[config.mk]
export PLATFORM = sky130hd
export DESIGN_NAME = iterative_arithmetic_unit
export DESIGN_NICKNAME = d
export VERILOG_FILES = /design/src/rtl/iterative_arithmetic_unit.sv
export SDC_FILE = /design/constraint.sdc
export NUM_CORES = 1
export LEC_CHECK = 0
export BUFFER_PORTS_ARGS = -buffer_cell sky130_fd_sc_hd__buf_2
export CAP_MARGIN = 20
export CORE_MARGIN = 2
export CORE_UTILIZATION = 40
export CTS_CLUSTER_SIZE = 30
export DETAILED_ROUTE_END_ITERATION = 7
export GPL_TIMING_DRIVEN = 0
export PLACE_DENSITY = 0.6
export SYNTH_ARGS = -nofsm -noshare
export SYNTH_HDL_FRONTEND = slang
export SYNTH_SLANG_ARGS = --single-unit
[constraint.sdc]
create_clock -name Clock -period 3.6 [get_ports Clock]
set_input_delay 0.72 -clock Clock [delete_from_list [all_inputs] [get_ports Clock]]
set_output_delay 0.72 -clock Clock [all_outputs]
set_load 0.05 [all_outputs]
[src/rtl/iterative_arithmetic_unit.sv]
// Multi-cycle signed multiply/divide engine: shift-add multiplier and restoring
// divider sharing one datapath, one bit per clock, beside the execute-stage ALU.

package iterative_arithmetic_unit_pkg;
  typedef struct packed {
    logic carry;
    logic zero;
    logic negative;
    logic overflow;
    logic parity;
  } sFlags;

  typedef enum logic [1:0] {
    OP_MUL = 2'b00,
    OP_MUH = 2'b01,
    OP_DIV = 2'b10,
    OP_MOD = 2'b11
  } op_e;
endpackage

module iterative_arithmetic_unit
  import iterative_arithmetic_unit_pkg::*;
#(
  parameter int DataWidth = 16
) (
  input  logic                 Clock,
  input  logic                 nReset,
  input  logic                 Start,
  input  logic [1:0]           Op,
  input  logic [DataWidth-1:0] InSrc,
  input  logic [DataWidth-1:0] InDest,
  input  sFlags                InFlags,
  output logic                 Busy,
  output logic                 Done,
  output logic [DataWidth-1:0] OutDest,
  output sFlags                OutFlags,
  output logic                 DivByZero
);
  localparam int CountWidth = $clog2(DataWidth) + 1;

  typedef enum logic [1:0] {S_IDLE, S_RUN, S_DONE} state_e;

  state_e                r_state, w_state_next;
  op_e                   r_op;
  logic                  r_carry, r_neg, r_dneg, r_dz, r_dovf;
  logic [DataWidth-1:0]  r_hi, r_lo, r_opb;
  logic [CountWidth-1:0] r_count;
  logic                  r_done, r_div_by_zero;
  logic [DataWidth-1:0]  r_out_dest;
  sFlags                 r_out_flags;

  logic                   w_accept, w_div_zero, w_unused_flags;
  logic [DataWidth-1:0]   w_src_mag, w_dest_mag;
  logic [DataWidth:0]     w_sum, w_shift;
  logic                   w_ge;
  logic [DataWidth-1:0]   w_diff;
  logic [2*DataWidth-1:0] w_prod, w_prod_s;
  logic                   w_mul_ovf;
  logic [DataWidth-1:0]   w_result;
  logic                   w_ovf;

  // Busy is low in DONE, so a request arriving there starts the next op back-to-back.
  assign w_accept       = Start && (r_state != S_RUN);
  assign w_div_zero     = Op[1] && (InSrc == '0);
  assign w_src_mag      = InSrc[DataWidth-1]  ? -InSrc  : InSrc;
  assign w_dest_mag     = InDest[DataWidth-1] ? -InDest : InDest;
  assign w_unused_flags = ^{InFlags.zero, InFlags.negative, InFlags.overflow, InFlags.parity};

  // NOTE: state registers use non-blocking assignments so every flop samples pre-edge values.
  always_ff @(posedge Clock or negedge nReset) begin
    if (!nReset) r_state <= S_IDLE;
    else         r_state <= w_state_next;
  end

  // NOTE: next state is defaulted first so no path through the case can infer a latch.
  always_comb begin
    w_state_next = r_state;
    unique case (r_state)
      S_IDLE, S_DONE: begin
        if (Start) w_state_next = w_div_zero ? S_DONE : S_RUN;
        else       w_state_next = S_IDLE;
      end
      S_RUN:   if (r_count == CountWidth'(1)) w_state_next = S_DONE;
      default: w_state_next = S_IDLE;
    endcase
  end

  // Multiply: {r_hi,r_lo} accumulates and shifts right; divide: r_hi is the partial remainder.
  assign w_sum   = {1'b0, r_hi} + ({1'b0, r_opb} & {(DataWidth+1){r_lo[0]}});
  assign w_shift = {r_hi, r_lo[DataWidth-1]};
  assign w_ge    = (w_shift >= {1'b0, r_opb});
  assign w_diff  = w_shift[DataWidth-1:0] - r_opb;

  always_ff @(posedge Clock or negedge nReset) begin
    if (!nReset) begin
      r_op    <= OP_MUL;
      r_carry <= 1'b0;
      r_neg   <= 1'b0;
      r_dneg  <= 1'b0;
      r_dz    <= 1'b0;
      r_dovf  <= 1'b0;
      r_hi    <= '0;
      r_lo    <= '0;
      r_opb   <= '0;
      r_count <= '0;
    end else if (w_accept) begin
      r_op    <= op_e'(Op);
      r_carry <= InFlags.carry;
      r_neg   <= InSrc[DataWidth-1] ^ InDest[DataWidth-1];
      r_dneg  <= InDest[DataWidth-1];
      r_dz    <= w_div_zero;
      r_dovf  <= (Op == OP_DIV) && (InDest == {1'b1, {(DataWidth-1){1'b0}}}) && (InSrc == '1);
      r_count <= CountWidth'(DataWidth);
      r_hi    <= '0;
      r_lo    <= Op[1] ? w_dest_mag : w_src_mag;
      r_opb   <= Op[1] ? w_src_mag  : w_dest_mag;
    end else if (r_state == S_RUN) begin
      r_count <= r_count - CountWidth'(1);
      if (r_op[1]) begin
        r_hi <= w_ge ? w_diff : w_shift[DataWidth-1:0];
        r_lo <= {r_lo[DataWidth-2:0], w_ge};
      end else begin
        {r_hi, r_lo} <= {w_sum, r_lo[DataWidth-1:1]};
      end
    end
  end

  assign w_prod    = {r_hi, r_lo};
  assign w_prod_s  = r_neg ? -w_prod : w_prod;
  assign w_mul_ovf = (w_prod_s[2*DataWidth-1:DataWidth] != {DataWidth{w_prod_s[DataWidth-1]}});

  always_comb begin
    w_result = '0;
    w_ovf    = 1'b0;
    unique case (r_op)
      OP_MUL: begin
        w_result = w_prod_s[DataWidth-1:0];
        w_ovf    = w_mul_ovf;
      end
      OP_MUH: begin
        w_result = w_prod_s[2*DataWidth-1:DataWidth];
        w_ovf    = w_mul_ovf;
      end
      OP_DIV: begin
        w_result = r_dz ? '1 : (r_neg ? -r_lo : r_lo);
        w_ovf    = r_dz | r_dovf;
      end
      OP_MOD: begin
        // On divide-by-zero r_lo still holds |dividend|, so re-signing it returns InDest.
        w_result = r_dz ? (r_dneg ? -r_lo : r_lo) : (r_dneg ? -r_hi : r_hi);
        w_ovf    = r_dz;
      end
      default: ;
    endcase
  end

  always_ff @(posedge Clock or negedge nReset) begin
    if (!nReset) begin
      r_done        <= 1'b0;
      r_out_dest    <= '0;
      r_out_flags   <= '0;
      r_div_by_zero <= 1'b0;
    end else begin
      r_done <= (r_state == S_DONE);
      if (r_state == S_DONE) begin
        r_out_dest           <= w_result;
        r_out_flags.carry    <= r_carry;
        r_out_flags.zero     <= (w_result == '0);
        r_out_flags.negative <= w_result[DataWidth-1];
        r_out_flags.overflow <= w_ovf;
        r_out_flags.parity   <= ~^w_result;
        r_div_by_zero        <= r_dz;
      end
    end
  end

  assign Busy      = (r_state == S_RUN);
  assign Done      = r_done;
  assign OutDest   = r_out_dest;
  assign OutFlags  = r_out_flags;
  assign DivByZero = r_div_by_zero;

endmodule

==> flow_summary.yaml <==
worst_setup_path:
  crit_family: "simple AND/OR/NAND/NOR gates"
  crit_buf_inv: 2
  rr_worst_depth: 14
  max_stage_delay_ns: 0.54
  worst_ep_required_time_ns: 3.83
  r2r-end: "OutFlags[0]"
  crit_type: "flop to flop"
  r2r-start: "r_lo[2]"
  path_depth: 14
  crit_chain: "buf_6 > or4_4 > or3_4 > or3_4 > clkbuf_16 > o21ai_4 > xnor2_1 > o21ai_0 > a22o_1 > ha_1 > xor2_1 > xnor2_1 > xnor2_1 > o21ai_1"
  worstSetupEndpointType: "flop"
  critPathCapture: "OutFlags[0]"
  cpMostUsedCell: "xnor2_1"
  cp_slowest_cell: "or4_4"
  critPathMaxFanout: 6
  cp.arrival_ns: 4.04
  ff2ff_setup_slack_ns: -0.21
  critPathLaunch: "r_lo[2]"
  worstSetupStartpointType: "flop"
routing:
  postRouteAntennaNets: 0
  wl_met3_microns: 1780
  top_layer: "met4"
  wl_per_cell_microns: 19.6
  remaining_drc_errors: 0
  vias: 8318
  wl_met1_microns: 12500
  totalWireLength_microns: 28000
  drtIter0Drc: 667
  route.met2.wl_microns: 12900
  firstDrtPassIters: 5
  via_per_inst: 5.80
cts:
  cts_made_buffers: 9
  clock_sinks: 84
  cts_tree: "built"
  clk_path_buf_depth: 2
  clock-root-buffer: "clkbuf_16"
  holdBufCountCts: 0
  cts-htree-levels: 3
  insertion_delay_ns: 0.36
  clk_pin_slew_ns: 0.08
grt:
  grt-ovfl-total: 0
  grt_max_degree: 69
  grt_pass1_vias: 7813
  grt_use_total: 0.257
  grt_pass1_wl_microns: 43700
  antenna_found_initial: 0
synthesis:
  ys_seq_area_frac: 0.255
  synth_cell_type_count: 64
  yosysTopAreaCellShare: 0.255
  synth_edf_count: 0
  netlist_instances: 1063
  ys_ff_latch: 84
  avgSynthCellArea_sq_um: 7.76
  synth_nets: 1154
  synth.area.top_cells: "dfrtp_1 (25%), ha_1 (7.1%), o21ai_0 (7.1%)"
  synthFlopType: "dfrtp_1"
  yosysWarnings: 0
  syn_area_sq_um: 8250
  synth.largest_area_cell: "dfrtp_1"
  async_flop_share: 1.00
floorplan:
  rows: 52
  die_h_microns: 148
  ios: 66
  core-area_sq_um: 20200
  dieWidth_microns: 148
  initial_utilization: 0.408
  die_area_sq_um: 21800
timing:
  rsz0062_at_grt: "yes"
  min_period_over_period: 1.06
  maxSlewViolCount: 0
  whs_ns: 0.231
  tns_ns: -0.377
  final-hold-violation-count: 0
  finClkSkew_ns: 0.0147
  tightestPinTransition_ns: 0.870
  fmax_ghz: 0.262
  fin_crit_ns: 3.81
  setup_viol: 3
  setup_slack_ns: -0.215
  slew_headroom: 0.420
finish:
  fin_area_sq_um: 9700
  antenna_cells: 0
  utilization: 0.479
  area_delta_synth_final_pct: 17.5
  drive_gt1_frac: 0.149
  nets: 1250
  fill_cells: 2029
status:
  violations: "negative setup slack"
  outcome: "complete, but fails checks"
job:
  cap_violations: 0
placed_design:
  dpl.hpwl_microns: 21300
  numPortBuffers: 58
  gp_congestion: 0.983
  dp_slack_ns: -0.739
  place_area_sq_um: 8940
power_and_ir_drop:
  p_per_area_nw_per_um2: 1120
  irDropWorstVdd_mv: 0.730
  leakage_nw: 4.11
hold_path:
  min_path_type: "primary input to async pin"
[registers in the layout, summed over array words and instances (netlist names)]
signal,cells
r_dz,1
r_dovf,1
r_state,2
OutDest,16
DivByZero,1
r_dneg,1
r_carry,1
r_lo,16
Done,1
r_op,2
r_count,5
r_opb,16
OutFlags,4
r_neg,1
r_hi,16
[through the flow]
step	std cells	power, mW
2_1_floorplan	1063	7.35
3_3_place_gp	1391	9.08
3_5_place_dp	1392	9.18
4_1_cts	1427	10.5
5_1_grt	1434	11.8
6_report	1434	10.9
[Yosys cell counts (all sizes together), types with 22 or more instances]
master,number
a211oi,26
a21oi,62
clkbuf,65
dfrtp,84
ha,47
inv,46
mux2i,32
nand2,136
nor2,67
nor3,22
o21ai,118
xnor2,63
xor2,49
[timing repair]
action / in CTS / in global routing
setup endpoints to repair: 3 / 15
resized for setup: 34 / 35
gates cloned: 0 / 1
buffers inserted: 22 / 7
pin swaps: 19 / 14
[report_power, final]
group	switching, mW	leakage (nW)	internal [mW]
combinational	4.72	2.95	3.33
sequential	0.449	1.02	1.38
clock	0.442	0.140	0.545
total	5.61	4.11	5.26
[kinds of logic (layout without fill, tap and decap cells)]
group                      Yosys count  in the layout  synth area share
xor gates and xnor gates           112            112             0.120
muxes                               42             42            0.0538
buffers and inverters              126            227            0.0611
AOI/OAI and AO/OA                  320            320             0.244
and+or+nand+nor                    330            330             0.190
adders and majority gates           49             49            0.0761
DFF                                 84             84             0.255
[metal layers]
layer | up-vias | global-route usage
met5 | - | 0
met4 | 0 | 0.104
met3 | 54 | 0.0435
met2 | 301 | 0.409
met1 | 3985 | 0.348
li1 | 3978 | -
[placed cells by master, fill, tap and decap left out, types with 10 or more instances in the layout]
master / n
nand2_1: 136
ha_1: 45
clkbuf_16: 11
dfrtp_1: 79
a21o_1: 10
o31ai_1: 18
inv_1: 42
xor2_1: 47
nor3_1: 19
mux2i_1: 32
o211ai_1: 17
a211oi_1: 25
o21ai_0: 105
a22oi_1: 15
buf_2: 59
nand3_1: 11
nor2_1: 67
clkbuf_1: 59
xnor2_1: 59
or3_1: 14
buf_4: 30
nand4_1: 12
nand2b_1: 13
a21oi_1: 61
or4_1: 10
nor2b_1: 14
[layout make-up]
class,count,area [sq um],area share
inverter,46,180,0.0186
tap,270,338,0.0348
multi-input combinational,853,5850,0.604
timing repair buffer,89,567,0.0585
sequential,84,2110,0.217
buffer,76,350,0.0361
clock inverter,6,71.3,0.00736
clock buffer,10,229,0.0236
[worst min-delay path by stage]
stage	to	slack (ns)	cells past startpoint
5_1_grt	r_hi[12]	0.25	1
3_5_place_dp	OutFlags[4]	0.46	2
3_3_place_gp	OutFlags[4]	0.45	2
6_report	r_hi[12]	0.23	1
2_1_floorplan	DivByZero	0.42	0
4_1_cts	r_hi[12]	0.24	1
(Power assumes the default switching activity.)
